## config.mk

```make
export PLATFORM = sky130hd
export DESIGN_NAME = pipe_ctrl
export DESIGN_NICKNAME = d
export VERILOG_FILES = /design/src/rtl/pipe_ctrl_pkg.sv /design/src/rtl/pipe_ctrl_load_use_detect.sv /design/src/rtl/pipe_ctrl.sv
export SDC_FILE = /design/constraint.sdc
export NUM_CORES = 1
export LEC_CHECK = 0
export BUFFER_PORTS_ARGS = -buffer_cell sky130_fd_sc_hd__buf_4
export CORE_MARGIN = 1.5
export CORE_UTILIZATION = 36
export CTS_CLUSTER_SIZE = 12
export DETAILED_ROUTE_END_ITERATION = 8
export GPL_ROUTABILITY_DRIVEN = 0
export MAX_ROUTING_LAYER = met4
export PLACE_DENSITY = 0.6
export SLEW_MARGIN = 15
export SYNTH_ARGS = -nofsm -noshare
export SYNTH_HDL_FRONTEND = slang
export SYNTH_HIERARCHICAL = 1
export SYNTH_SLANG_ARGS = --single-unit
```

## constraint.sdc

```tcl
create_clock -name clk_i -period 1.7 [get_ports clk_i]
set_input_delay 0 -clock clk_i [delete_from_list [all_inputs] [get_ports clk_i]]
set_output_delay 0 -clock clk_i [all_outputs]
set_load 0.01 [all_outputs]
```

## src/rtl/pipe_ctrl_pkg.sv

```systemverilog
// Shared types and constants for the pipeline stall/flush sequencer.
package pipe_ctrl_pkg;

  typedef enum logic [1:0] {
    RUN      = 2'd0,
    MEM_WAIT = 2'd1,
    ERR      = 2'd2
  } state_t;

  localparam logic [4:0] REG_ZERO     = 5'd0;
  localparam int         WAIT_MAX_DEF = 64;
  localparam int         CNT_W_DEF    = 8;

  // One bundle of every pipeline-register control the sequencer drives.
  typedef struct packed {
    logic pcWrite;
    logic ifidWrite;
    logic ifidFlush;
    logic idexWrite;
    logic idexBubble;
    logic exmemWrite;
    logic memwbBubble;
  } ctrl_t;

  // Whole pipeline held, nothing written, every stage neutralised.
  localparam ctrl_t CTRL_KILL = '{
    pcWrite:     1'b0,
    ifidWrite:   1'b0,
    ifidFlush:   1'b1,
    idexWrite:   1'b0,
    idexBubble:  1'b1,
    exmemWrite:  1'b0,
    memwbBubble: 1'b1
  };

  // Memory stall: everything up to EX/MEM frozen, a bubble drains into WB.
  localparam ctrl_t CTRL_FREEZE = '{
    pcWrite:     1'b0,
    ifidWrite:   1'b0,
    ifidFlush:   1'b0,
    idexWrite:   1'b0,
    idexBubble:  1'b0,
    exmemWrite:  1'b0,
    memwbBubble: 1'b1
  };

endpackage

```

## src/rtl/pipe_ctrl_load_use_detect.sv

```systemverilog
// Load-use hazard detector: load in EX writes a register the ID instruction reads.
module load_use_detect
  import pipe_ctrl_pkg::*;
(
  input  logic       memRead,
  input  logic [4:0] exRt,
  input  logic [4:0] idRs,
  input  logic [4:0] idRt,
  output logic       luse
);

  // r0 is hardwired to zero, so a load targeting it never creates a dependency.
  assign luse = memRead && (exRt != REG_ZERO) && ((exRt == idRs) || (exRt == idRt));

endmodule

```

## src/rtl/pipe_ctrl.sv

```systemverilog
// Stall/flush sequencer for the 5-stage pipeline with memory wait-state watchdog.
// Optional performance counters are built when PIPE_CTRL_PERF_EN is defined.
module pipe_ctrl
  import pipe_ctrl_pkg::*;
#(
  parameter int WAIT_MAX = WAIT_MAX_DEF,
  parameter int CNT_W    = CNT_W_DEF
) (
  input  logic        clk_i,
  input  logic        rst_i,
  input  logic        IDEX_MemRead_i,
  input  logic [4:0]  IDEX_Rt_i,
  input  logic [4:0]  IFID_Rs_i,
  input  logic [4:0]  IFID_Rt_i,
  input  logic        Branch_taken_i,
  input  logic        MemAccess_i,
  input  logic        MemReady_i,
  output logic        PCWrite_o,
  output logic        IFIDWrite_o,
  output logic        IFIDFlush_o,
  output logic        IDEXWrite_o,
  output logic        IDEXBubble_o,
  output logic        EXMEMWrite_o,
  output logic        MEMWBBubble_o,
`ifdef PIPE_CTRL_PERF_EN
  output logic [31:0] StallCnt_o,
  output logic [31:0] FlushCnt_o,
`endif
  output logic        Err_o
);

  localparam logic [CNT_W-1:0] CNT_MAX = CNT_W'(WAIT_MAX);
  localparam logic [CNT_W-1:0] CNT_ONE = CNT_W'(1);

  state_t           state;
  state_t           stateNext;
  logic [CNT_W-1:0] waitCnt;
  logic [CNT_W-1:0] waitCntNext;
  logic             luse;
  logic             memStall;
  ctrl_t            ctrl;

  function automatic logic [CNT_W-1:0] satIncCnt(input logic [CNT_W-1:0] v);
    return (v >= CNT_MAX) ? CNT_MAX : v + CNT_ONE;
  endfunction

  // Normal-flow controls: a load-use stall outranks a taken branch, because
  // the branch re-resolves once the stalled instruction reissues from ID.
  function automatic ctrl_t runCtrl(input logic hazard, input logic branch);
    ctrl_t c;
    c.pcWrite     = ~hazard;
    c.ifidWrite   = ~hazard;
    c.ifidFlush   = branch & ~hazard;
    c.idexWrite   = 1'b1;
    c.idexBubble  = hazard;
    c.exmemWrite  = 1'b1;
    c.memwbBubble = 1'b0;
    return c;
  endfunction

  load_use_detect uLud (
    .memRead (IDEX_MemRead_i),
    .exRt    (IDEX_Rt_i),
    .idRs    (IFID_Rs_i),
    .idRt    (IFID_Rt_i),
    .luse    (luse)
  );

  assign memStall = MemAccess_i & ~MemReady_i;

  always_ff @(posedge clk_i or negedge rst_i) begin
    if (!rst_i) begin
      state   <= RUN;
      waitCnt <= '0;
    end else begin
      state   <= stateNext;
      waitCnt <= waitCntNext;
    end
  end

  always_comb begin
    stateNext   = state;
    waitCntNext = waitCnt;
    ctrl        = runCtrl(luse, Branch_taken_i);
    case (state)
      RUN: begin
        if (memStall) begin
          ctrl        = CTRL_FREEZE;
          stateNext   = MEM_WAIT;
          waitCntNext = CNT_ONE;
        end
      end
      MEM_WAIT: begin
        // Ready on the limit cycle still completes the access.
        if (MemReady_i) begin
          stateNext   = RUN;
          waitCntNext = '0;
        end else begin
          ctrl        = CTRL_FREEZE;
          waitCntNext = satIncCnt(waitCnt);
          if (waitCnt == CNT_MAX) stateNext = ERR;
        end
      end
      ERR: begin
        ctrl = CTRL_KILL;
      end
      default: begin
        ctrl      = CTRL_KILL;
        stateNext = ERR;
      end
    endcase
    // Reset must quiesce the pipeline immediately, not at the next edge.
    if (!rst_i) ctrl = CTRL_KILL;
  end

  assign PCWrite_o     = ctrl.pcWrite;
  assign IFIDWrite_o   = ctrl.ifidWrite;
  assign IFIDFlush_o   = ctrl.ifidFlush;
  assign IDEXWrite_o   = ctrl.idexWrite;
  assign IDEXBubble_o  = ctrl.idexBubble;
  assign EXMEMWrite_o  = ctrl.exmemWrite;
  assign MEMWBBubble_o = ctrl.memwbBubble;
  assign Err_o         = (state == ERR);

`ifdef PIPE_CTRL_PERF_EN
  logic [31:0] stallCnt;
  logic [31:0] flushCnt;

  function automatic logic [31:0] satInc32(input logic [31:0] v);
    return (v == 32'hFFFF_FFFF) ? v : v + 32'd1;
  endfunction

  always_ff @(posedge clk_i or negedge rst_i) begin
    if (!rst_i) begin
      stallCnt <= '0;
      flushCnt <= '0;
    end else begin
      if (!ctrl.pcWrite)  stallCnt <= satInc32(stallCnt);
      if (ctrl.ifidFlush) flushCnt <= satInc32(flushCnt);
    end
  end

  assign StallCnt_o = stallCnt;
  assign FlushCnt_o = flushCnt;
`endif

endmodule

```

After elaboration in Yosys (flattened, before gate mapping)

Index checks and enable logic that the tools add are counted.

Register bits: 10
Output and inout bits: 8
Word-level logic and storage cells: 36

Eq/ne operators: 7
Add/sub/neg operators: 1
Bitwise operators: 5
Reductions and logical operators: 8
Muxes and demuxes: 12
$lt $le $gt $ge: 1

Operators with widths:

| cell                                                              | count |
|---|---|
| two-way mux 8 bit                                                 | 3 |
| two-way mux 7 bit                                                 | 3 |
| one-hot mux 8 bit (2 select lines)                                | 1 |
| one-hot mux 7 bit (2 select lines)                                | 1 |
| == test 5 bit                                                     | 2 |
| adder 8 x 1 -> 8 bit, second input constant                       | 1 |
| == test 8 x 7 -> 1 bit, second input constant                     | 1 |
| greater-or-equal comparator 8 x 7 -> 1 bit, second input constant | 1 |
| two-way mux 2 bit                                                 | 3 |
| one-hot mux 2 bit (3 select lines)                                | 1 |
| nonzero test 5 bit                                                | 1 |
| != test 3 bit, second input constant                              | 1 |
| inverter 1 bit                                                    | 3 |
| AND reduction 3 bit                                               | 1 |
| AND 1 bit                                                         | 2 |
| == test 2 x 1 -> 1 bit, second input constant                     | 1 |
| == test 2 bit, second input constant                              | 1 |
| logical AND 1 bit                                                 | 2 |
| logical NOT 2 bit                                                 | 1 |
| != test 2 bit, second input constant                              | 1 |
| AND reduction 2 bit                                               | 1 |
| nonzero test 2 bit                                                | 1 |
| logical OR 1 bit                                                  | 1 |

Depth between registers and ports, before layout

Depth after elaboration: 8
Depth in mapped cells: 7
Mapped depth without buffers: 7

By module

Netlist, hierarchy kept.

Modules (own cells, without submodules):

| module          | seq. area each (µm²) | times used | area each (µm²) | cells an instance |
|---|---|---|---|---|
| pipe_ctrl       | 250.2                | 1          | 604.3           | 66 |
| load_use_detect | 0.0                  | 1          | 125.1           | 17 |

Worst setup path after synthesis

Ideal clock, no wire load.

Path type: register to output
Start: register state[1]
End: output PCWrite_o
Arrival: 1,299 ps
Path buffers: 2
Slack: 401 ps
Stages on the path, launching flop included: 6
Cells stage by stage: dfrtp_1 -> buf_2 -> nor2b_1 -> o21ai_0 -> nor2_1 -> buf_4

Word-level cells in the longest chain between the ends: 3

Ends and longest elaborated chain:

| what                                                               | RTL line         | source |
|---|---|---|
| start, declared                                                    | pipe_ctrl.sv:35  | `state_t state;` |
| start signal, assigned                                             | pipe_ctrl.sv:76  | `state <= stateNext;` |
| == test 2 x 1 -> 1 bit / logical NOT 2 bit (equally long branches) | pipe_ctrl.sv:85  | `case (state)` |
| one-hot mux 7 bit (2 select lines) (*)                             | pipe_ctrl.sv:85  |  |
| two-way mux 7 bit (*)                                              | pipe_ctrl.sv:113 | `if (!rst_i) ctrl = CTRL_KILL;` |
| end, declared                                                      | pipe_ctrl.sv:18  | `output logic PCWrite_o,` |

Mark *: on every way between the ends. The rest lies on a longest branch, timed or not.

Worst setup path after layout

Start: register state[0]
End: output IFIDWrite_o

Word-level cells in the longest chain between the ends: 3

Ends and longest elaborated chain:

| what                                                               | RTL line         | source |
|---|---|---|
| == test 2 x 1 -> 1 bit / logical NOT 2 bit (equally long branches) | pipe_ctrl.sv:85  |  |
| one-hot mux 7 bit (2 select lines) (*)                             | pipe_ctrl.sv:85  |  |
| two-way mux 7 bit (*)                                              | pipe_ctrl.sv:113 |  |
| end, declared                                                      | pipe_ctrl.sv:19  | `output logic IFIDWrite_o,` |

Marked as above.

==> impl_metrics.csv <==
group,metric,value,unit
place,dp.cells,136,
setup_path,r2r_slack,0.36,ns
yosys,synth_edf_count,0,
yosys,ys_warn_count,6,
detailed_routing,num_vias,704,
setup_path,r2r-start,"waitCnt[5]",
layout,area_growth,40.0,%
yosys,yosysTopAreaCellShare,34.3,%
die,rows,16,
timing,finalSetupViolations,0,
setup_path,cpPeakStageDelay,0.38,ns
place,dp_slack,0.359,ns
pwr,vdd_drop_max,0.575,mV
die,initial_core_util,37.6,%
timing,relSlewSlack,63.6,%
detailed_routing,drt_iter0_drc,6,
setup_path,critical_path.startpoint_type,"flip-flop",
yosys,synthesis.nets,106,
yosys,synthFlopType,"dfrtp_1",
setup_path,cp_slowest_cell,"dfrtp_1",
outcome,outcome,"completed",
yosys,synth_cell_type_count,30,
setup_path,crit_fanout,12,
die,die_width,48.0,um
timing,slew_violations,0,
yosys,synth.cell_area,729,um^2
setup_path,r2r_end,"state[1]",
detailed_routing,wl_per_cell,11.5,um
die,io_pins,29,
clock_network,cts.reportedPaths.clkPinSlew,0.07,ns
layout,nFillCells,192,
detailed_routing,wl,1640,um
clock_network,cts_root_buf,"clkbuf_4",
timing,period_share,90.3,%
yosys,synthTopCellsByArea,"dfrtp_1 (34%), xor2_1 (12%), nor2b_1 (5.1%)",
layout,stdcell_count,142,
global_route,grt.total_usage,14.7,%
timing,worstMarginPinSlew,0.544,ns
clock_network,htree_levels,1,
yosys,avgSynthCellArea,8.79,um^2
timing,finClkSkew,0.00132,ns
yosys,synth_area_leader_cell,"dfrtp_1",
job,cap_violations,0,
layout,nets,139,
timing,layout_setup_ws,0.165,ns
yosys,ys_async_sr_fraction,100,%
setup_path,ff2ff_path_depth,3,
clock_network,cts_setup_buffers,0,
timing,hold_violations,0,
place,io_buffers,28,
timing,fmax,652,MHz
global_route,grt_pass1_wl,2260,um
yosys,ys_seq_elements,10,
detailed_routing,dr.pass1.iters,4,
pwr,leakagePower,0.495,nW
timing,rsz0062_at_grt,"no",
setup_path,required,1.70,ns
pwr,power_density,650,mW/mm^2
layout,layout-drive-gt1-share,31.3,%
clock_network,cts_sinks,10,
detailed_routing,drc,0,
place,dp_hpwl,1270,um
global_route,grt_pass1_vias,577,
setup_path,crit_type,"flip-flop to primary output",
worst_hold_path,hp-class,"input port to asynchronous set/reset pin",
global_route,antenna_found_initial,0,
detailed_routing,ant_nets,0,
setup_path,path_cells,"buf_4, nor2_1, o21ai_0, nor2_1, buf_4",
timing,fin_setup_tns,0,ns
setup_path,critical_path_arrival,1.53,ns
clock_network,numCtsBuffers,3,
clock_network,cts_tree,"yes",
die,die_h,48.0,um
setup_path,endpoint_kind,"primary output",
setup_path,cp_num_buf_inv,2,
timing,min_period,1.53,ns
yosys,synth_cells,83,
global_route,grt_max_degree,13,
global_route,overflow,0,
setup_path,critical-path-top-delay-family,"flip-flops",
detailed_routing,routed_via_density,4.96,
layout,num_antenna_cells,0,
die,placeableCoreArea,0.00194,mm^2
clock_network,worst_skew_pair.late_latency,0.27,ns
clock_network,clockBufferDepth,2,
die,dieArea,0.00231,mm^2
yosys,ys_seq_area_share,34.3,%
[stage by stage]
stage	total power [mW]	hold WS [ns]	utilization, %	area [um^2]
2_1_floorplan	0.363	-0.296	-	729
3_3_place_gp	0.444	-0.159	49.7	965
4_1_cts	0.673	0.0864	52.6	1020
6_report	0.664	0.0900	52.6	1020
3_5_place_dp	0.447	-0.161	49.7	965
5_1_grt	0.705	0.114	52.6	1020
[sequential cells by signal (all words and copies together) (netlist names)]
name,flops
state,2
waitCnt,8
[Yosys cell counts (3+ instances only)]
cell type	count
dfrtp_1	10
xor2_1	10
nor2_1	9
o21ai_0	7
nor2b_1	6
inv_1	4
nand2_1	4
xnor2_1	4
nand3_1	3
[routing by layer]
metal,routed length [um],global-route usage [%],vias up
li1,-,-,354
met1,703,15.9,319
met2,758,25.3,27
met3,147,2.26,4
met4,31,8.11,0
met5,0,-,-
[layout make-up]
type,count,area (um^2),area share (%)
Timing Repair Buffer,32,245,24.0
Inverter,4,15.0,1.47
Sequential cell,10,250,24.5
Clock buffer,4,36.3,3.55
Multi-Input combinational cell,65,440,43.1
Tap cell,27,33.8,3.31
[logic make-up (layout without fill, tap and decap cells)]
| kind of cell | Yosys count | in the layout | share of synthesized area [%] |
|---|---|---|---|
| compound gates | 16 | 16 | 13.7 |
| xor+xnor | 14 | 14 | 16.8 |
| fa+ha+maj | 2 | 2 | 3.43 |
| buf+inv | 8 | 40 | 5.31 |
| flops | 10 | 10 | 34.3 |
| mux | 1 | 1 | 1.37 |
| simple gates | 32 | 32 | 25.0 |
[worst max path at each step]
stage                     cells after the start     endpoint       start
after floorplan                               5    PCWrite_o    state[1]
after global placement                        3     state[1]  waitCnt[5]
after CTS                                     5  IFIDWrite_o    state[0]
after global routing                          5    PCWrite_o    state[0]
final                                         5  IFIDWrite_o    state[0]
after detailed placement                      3     state[1]  waitCnt[5]
[report_power, final]
part | internal [mW] | switching (mW)
clock network | 0.130 | 0.0890
registers | 0.253 | 0.0150
logic | 0.0921 | 0.0844
[placed cells by master (no fill, tap or decap), types with 2 or more instances in the layout]
| master | count |
|---|---|
| inv_1 | 4 |
| o21ai_0 | 7 |
| nor2b_1 | 6 |
| clkbuf_4 | 3 |
| and4b_1 | 2 |
| ha_1 | 2 |
| nor2_1 | 9 |
| nand2_1 | 4 |
| a31oi_1 | 2 |
| dlygate4sd3_1 | 2 |
| nor3_1 | 2 |
| buf_4 | 30 |
| nand3_1 | 3 |
| xnor2_1 | 4 |
| dfrtp_1 | 10 |
| xor2_1 | 10 |
[what timing repair did]
item,4_1_cts,5_1_grt
endpoints found under the hold margin,12,0
gates resized for setup,0,0
hold buffers,2,0
Power figures use the tool's default switching activity.
